`config.mk`:
```
export PLATFORM = sky130hd
export DESIGN_NAME = instruction_memory_sync
export DESIGN_NICKNAME = d
export VERILOG_FILES = /design/src/rtl/instruction_memory_sync.sv
export SDC_FILE = /design/constraint.sdc
export NUM_CORES = 2
export LEC_CHECK = 0
export CAP_MARGIN = 5
export CELL_PAD_IN_SITES_DETAIL_PLACEMENT = 0
export CELL_PAD_IN_SITES_GLOBAL_PLACEMENT = 1
export CORE_MARGIN = 2
export CORE_UTILIZATION = 30
export DETAILED_ROUTE_END_ITERATION = 12
export GPL_TIMING_DRIVEN = 1
export PLACE_DENSITY_LB_ADDON = 0.1
export SLEW_MARGIN = 20
export SYNTH_ARGS = -nofsm -noshare
export SYNTH_HDL_FRONTEND = slang
export SYNTH_SLANG_ARGS = --single-unit
```
`constraint.sdc`:
```
create_clock -name clk -period 5.55 [get_ports clk]
set_input_delay 0.555 -clock clk [delete_from_list [all_inputs] [get_ports clk]]
set_output_delay 0.555 -clock clk [all_outputs]
set_load 0.02 [all_outputs]
```
`src/rtl/instruction_memory_sync.sv`:
```
// Synchronous-read instruction memory for the fetch stage: valid/ready fetch port,
// one-entry backpressurable response register, NOP fill after reset, run-time program port.
module instruction_memory_sync #(
  parameter int unsigned PC_WIDTH = 32,
  parameter int unsigned DEPTH    = 64,
  parameter logic [31:0] NOP_WORD = 32'h00000013
) (
  input  logic                       clk,
  input  logic                       rst_n,
  input  logic                       req_valid,
  output logic                       req_ready,
  input  logic [PC_WIDTH-1:0]        req_pc,
  output logic                       rsp_valid,
  input  logic                       rsp_ready,
  output logic [31:0]                rsp_instr,
  output logic [PC_WIDTH-1:0]        rsp_pc,
  output logic [1:0]                 rsp_fault,
  input  logic                       flush,
  input  logic                       prog_en,
  input  logic [$clog2(DEPTH)-1:0]   prog_addr,
  input  logic [31:0]                prog_data,
  output logic                       init_done
);

  localparam int unsigned AW = $clog2(DEPTH);
  localparam int unsigned UW = PC_WIDTH - 2;

  localparam logic [1:0] FAULT_OK        = 2'b00;
  localparam logic [1:0] FAULT_MISALIGN  = 2'b01;
  localparam logic [1:0] FAULT_RANGE     = 2'b10;

  typedef enum logic {INIT, RUN} state_t;

  state_t        state;
  logic [AW-1:0] fill_cnt;
  logic [31:0]   mem [DEPTH];

  logic          accept;
  logic [1:0]    fault;
  logic [AW-1:0] rd_idx;
  logic          mem_we;
  logic [AW-1:0] mem_waddr;
  logic [31:0]   mem_wdata;

  // A held response blocks new fetches unless it drains or is flushed this cycle
  assign req_ready = (state == RUN) && !prog_en && (!rsp_valid || rsp_ready || flush);
  assign accept    = req_valid && req_ready;
  assign rd_idx    = req_pc[2 +: AW];

  // Misalignment wins over range
  always_comb begin
    fault = FAULT_OK;
    if (req_pc[1:0] != 2'b00) begin
      fault = FAULT_MISALIGN;
    end else if (req_pc[PC_WIDTH-1:2] >= UW'(DEPTH)) begin
      fault = FAULT_RANGE;
    end
  end

  // Single write port shared between the reset fill and the program port
  always_comb begin
    mem_we    = 1'b0;
    mem_waddr = fill_cnt;
    mem_wdata = NOP_WORD;
    if (rst_n) begin
      if (state == INIT) begin
        mem_we = 1'b1;
      end else if (prog_en) begin
        mem_we    = 1'b1;
        mem_waddr = prog_addr;
        mem_wdata = prog_data;
      end
    end
  end

  always_ff @(posedge clk) begin
    if (mem_we) begin
      mem[mem_waddr] <= mem_wdata;
    end
  end

  // INIT/RUN control: sweep every word once, then open the fetch port
  always_ff @(posedge clk) begin
    if (!rst_n) begin
      state     <= INIT;
      fill_cnt  <= '0;
      init_done <= 1'b0;
    end else begin
      case (state)
        INIT: begin
          fill_cnt <= fill_cnt + AW'(1);
          if (fill_cnt == AW'(DEPTH - 1)) begin
            state     <= RUN;
            init_done <= 1'b1;
          end
        end
        RUN: begin
          state <= RUN;
        end
        default: begin
          state <= INIT;
        end
      endcase
    end
  end

  // Response register; holds stable while stalled
  always_ff @(posedge clk) begin
    if (!rst_n) begin
      rsp_valid <= 1'b0;
      rsp_instr <= NOP_WORD;
      rsp_pc    <= '0;
      rsp_fault <= FAULT_OK;
    end else if (accept) begin
      rsp_valid <= 1'b1;
      rsp_pc    <= req_pc;
      rsp_fault <= fault;
      rsp_instr <= (fault == FAULT_OK) ? mem[rd_idx] : NOP_WORD;
    end else if (rsp_ready || flush) begin
      rsp_valid <= 1'b0;
    end
  end

endmodule

```
==> flow_metrics.py <==
metrics = {
    "status": {
        "status": "finished clean",
    },
    "sta": {
        "layout_setup_ws_ps": 1580,
        "rsz0062_at_grt": "false",
        "fin_crit_sh_pct": 71.5,
        "slew_violations": 0,
        "maxSlewHeadroom_pct": 21.3,
        "hold-worst-slack_ps": 252,
        "fin_crit_ps": 3970,
        "fmax_mhz": 252,
        "finClkSkew_ps": 55.5,
        "finalSetupViolCount": 0,
        "worst_pin_slew_ps": 1150,
        "tns_ps": 0,
        "hold_viol": 0,
    },
    "grt": {
        "grt_pass1_vias": 41987,
        "grt_pass1_wl_mm": 381,
        "grt_overflow": 0,
        "grt_max_degree": 88,
        "grt.total_usage_pct": 20.2,
        "antenna_found_initial": 20,
    },
    "detailed_routing": {
        "vias": 41722,
        "dr.pass1.iters": 7,
        "routed_wl_mm": 281,
        "post-route-drc-count": 0,
        "via_per_inst": 5.15,
        "ant_nets": 0,
        "wl_per_cell_um": 34.7,
        "drt-initial-drc-count": 3971,
    },
    "layout": {
        "drive_above_1_share_pct": 26.9,
        "fill_cells": 24926,
        "area.growth.synth_to_final_pct": 18.8,
        "layout.nets": 4400,
        "mostFrequentLayoutCell": "edfxtp_1",
        "regArea_um2": 63000,
        "layout_common_cells": "2048 x edfxtp_1, 419 x mux4_2, 230 x clkbuf_16",
        "finalNonFillerCells": 8107,
        "multi_input_area_um2": 18000,
    },
    "clock_tree": {
        "cts_resized": 0,
        "cts_sinks": 2123,
        "path_clk_slew_ps": 60,
        "holdBufCountCts": 0,
        "cts_setup_buffers": 0,
        "clk_path_buf_depth": 3,
        "root_buffer": "clkbuf_16",
        "cts_buffers": 228,
        "cts_tree": "done",
        "htree_levels": 4,
        "clk_latency_ps": 900,
    },
    "synth": {
        "async_flop_share_pct": 0,
        "synth_flop_cell": "edfxtp_1",
        "syn_inst": 3945,
        "ys_seq_area_share_pct": 77.4,
        "synth_edf_count": 2048,
        "yosys_warnings": 0,
        "yosys_register_bits": 2123,
        "syn-num-nets": 4022,
        "ys_types": 72,
        "syn_avg_cell_area_um2": 20.6,
        "synth_area_um2": 81400,
    },
    "power": {
        "power.leakage_nw": 34.8,
        "ir_worst_vdd_v": 0.000240,
        "power_density_nw_per_um2": 352,
    },
    "placed_design": {
        "pre_cts_slack_ps": 1070,
        "dpl.hpwl_mm": 181,
        "placed_cells": 7663,
        "portBuffers": 144,
        "place.gp.congestion": 0.801,
    },
    "die": {
        "die_area_um2": 276000,
        "core_area_um2": 270000,
        "die_w_um": 525,
        "start_util_pct": 30.1,
        "io_pins": 145,
        "fp-row-count": 191,
        "die_h_um": 525,
    },
    "worst_setup_path": {
        "crit_buf_inv": 2,
        "r2r_slack_ps": 1580,
        "end_kind": "flop",
        "crit_path_frequent_cell": "buf_4",
        "criticalPathCategory": "flop to flop",
        "worstReg2RegEnd": "mem[44][23]$_DFFE_PP_",
        "crit_chain": "buf_4 -> and3_2 -> mux2i_1 -> nand2_1 -> nor2_4 -> buf_4",
        "critPathMaxStageDelay_ps": 880,
        "slowest_stage": "nor2_4",
        "rr_worst_depth": 6,
        "worst_ep_arrival_time_ps": 4560,
        "worstReg2RegStart": "state$_SDFF_PN0_",
        "critPathMaxFanout": 23,
        "required_ps": 6140,
        "path_delay_family": "simple AND/OR/NAND/NOR gates",
        "start_kind": "flop",
    },
    "min_path": {
        "worstHoldPathType": "input pin to flop",
        "hold_path_depth": 3,
        "hold-path-endpoint": "rsp_pc[31]$_SDFFE_PN0P_",
        "hp-start": "req_pc[31]",
    },
    "flow_run": {
        "max_cap_violations": 0,
    },
}
-- layout make-up --
class                      instances  area share [%]
inverter                           5          0.0194
clock inverter                   148            1.64
tap                             3570            4.62
sequential                      2123            65.1
multi-input combinational       1594            18.6
clock buffer                     286            6.26
timing repair buffer             371            3.74
antenna                           10          0.0259
-- routing by layer --
layer	vias up	part of all wire, %	track usage [%]
li1	17215	-	-
met1	23081	46	28.7
met2	1137	48	32.7
met3	289	4.7	2.82
met4	0	2.1	4.52
met5	-	0	0
-- power breakdown --
group / switching (mW) / internal (mW)
combinational: 0.784 / 0.379
clock: 6.57 / 8.96
sequential: 0.0126 / 17.3
total: 7.37 / 26.7
-- worst min-delay path: cells and delay by family --
kind	cells	cell delay (ps)
and+or+nand+nor	1	60
AOI/OAI and AO/OA	1	50
buffers and inverters	1	420
-- flip-flops by register name, indices dropped and copies added (netlist names) --
register and count:
rsp_instr 32, rsp_valid 1, state 1, rsp_fault 2
rsp_pc 32, init_done 1, mem 2048, fill_cnt 6
-- synth_stat cells, types with 13 or more instances --
master | n | area, um2
edfxtp_1 | 2048 | 61500
mux4_2 | 419 | 9440
nand2_1 | 189 | 709
mux2i_1 | 139 | 1390
nor2_1 | 108 | 405
mux2_2 | 102 | 1150
clkbuf_1 | 94 | 353
a21oi_1 | 93 | 465
a22oi_1 | 90 | 676
buf_2 | 86 | 430
dfxtp_1 | 75 | 1500
nand3_1 | 57 | 285
o22ai_1 | 53 | 332
a211oi_1 | 36 | 270
and2_1 | 35 | 219
o21ai_0 | 34 | 170
nor2b_1 | 29 | 181
buf_4 | 22 | 165
nor3_1 | 18 | 90.1
a22o_1 | 16 | 140
nand2b_1 | 16 | 100
a2111oi_0 | 15 | 131
a221oi_1 | 13 | 114
buf_1 | 13 | 48.8
nand4_1 | 13 | 81.3
-- cells by family after synthesis --
group,Yosys count,synth area share (%)
adders and majority gates,1,0.0154
and+or+nand+nor,503,2.90
AOI/OAI and AO/OA,425,3.61
buffers and inverters,228,1.34
muxes,660,14.7
xor gates and xnor gates,5,0.0538
DFF,2123,77.4
-- metrics by stage --
stage               total power, mW  cell area [um2]  utilization (%)
floorplan                      18.3            81400                -
global placement               18.9            89100             32.9
detailed placement             18.9            89100             33.0
CTS                            34.5            96700             35.8
global route                   35.1            96700             35.8
finish                         34.0            96800             35.8
-- worst max path at each step --
stage | start | cells past startpoint | slack (ps) | end
final | state$_SDFF_PN0_ | 6 | 1580 | mem[44][23]$_DFFE_PP_
after global routing | state$_SDFF_PN0_ | 6 | 1420 | mem[44][31]$_DFFE_PP_
after CTS | state$_SDFF_PN0_ | 6 | 1610 | mem[44][14]$_DFFE_PP_
after detailed placement | rst_n | 7 | 1070 | mem[44][23]$_DFFE_PP_
after global placement | rst_n | 7 | 1100 | mem[44][23]$_DFFE_PP_
after floorplan | rst_n | 8 | 1850 | mem[10][0]$_DFFE_PP_
Power figures use the tool's default switching activity.
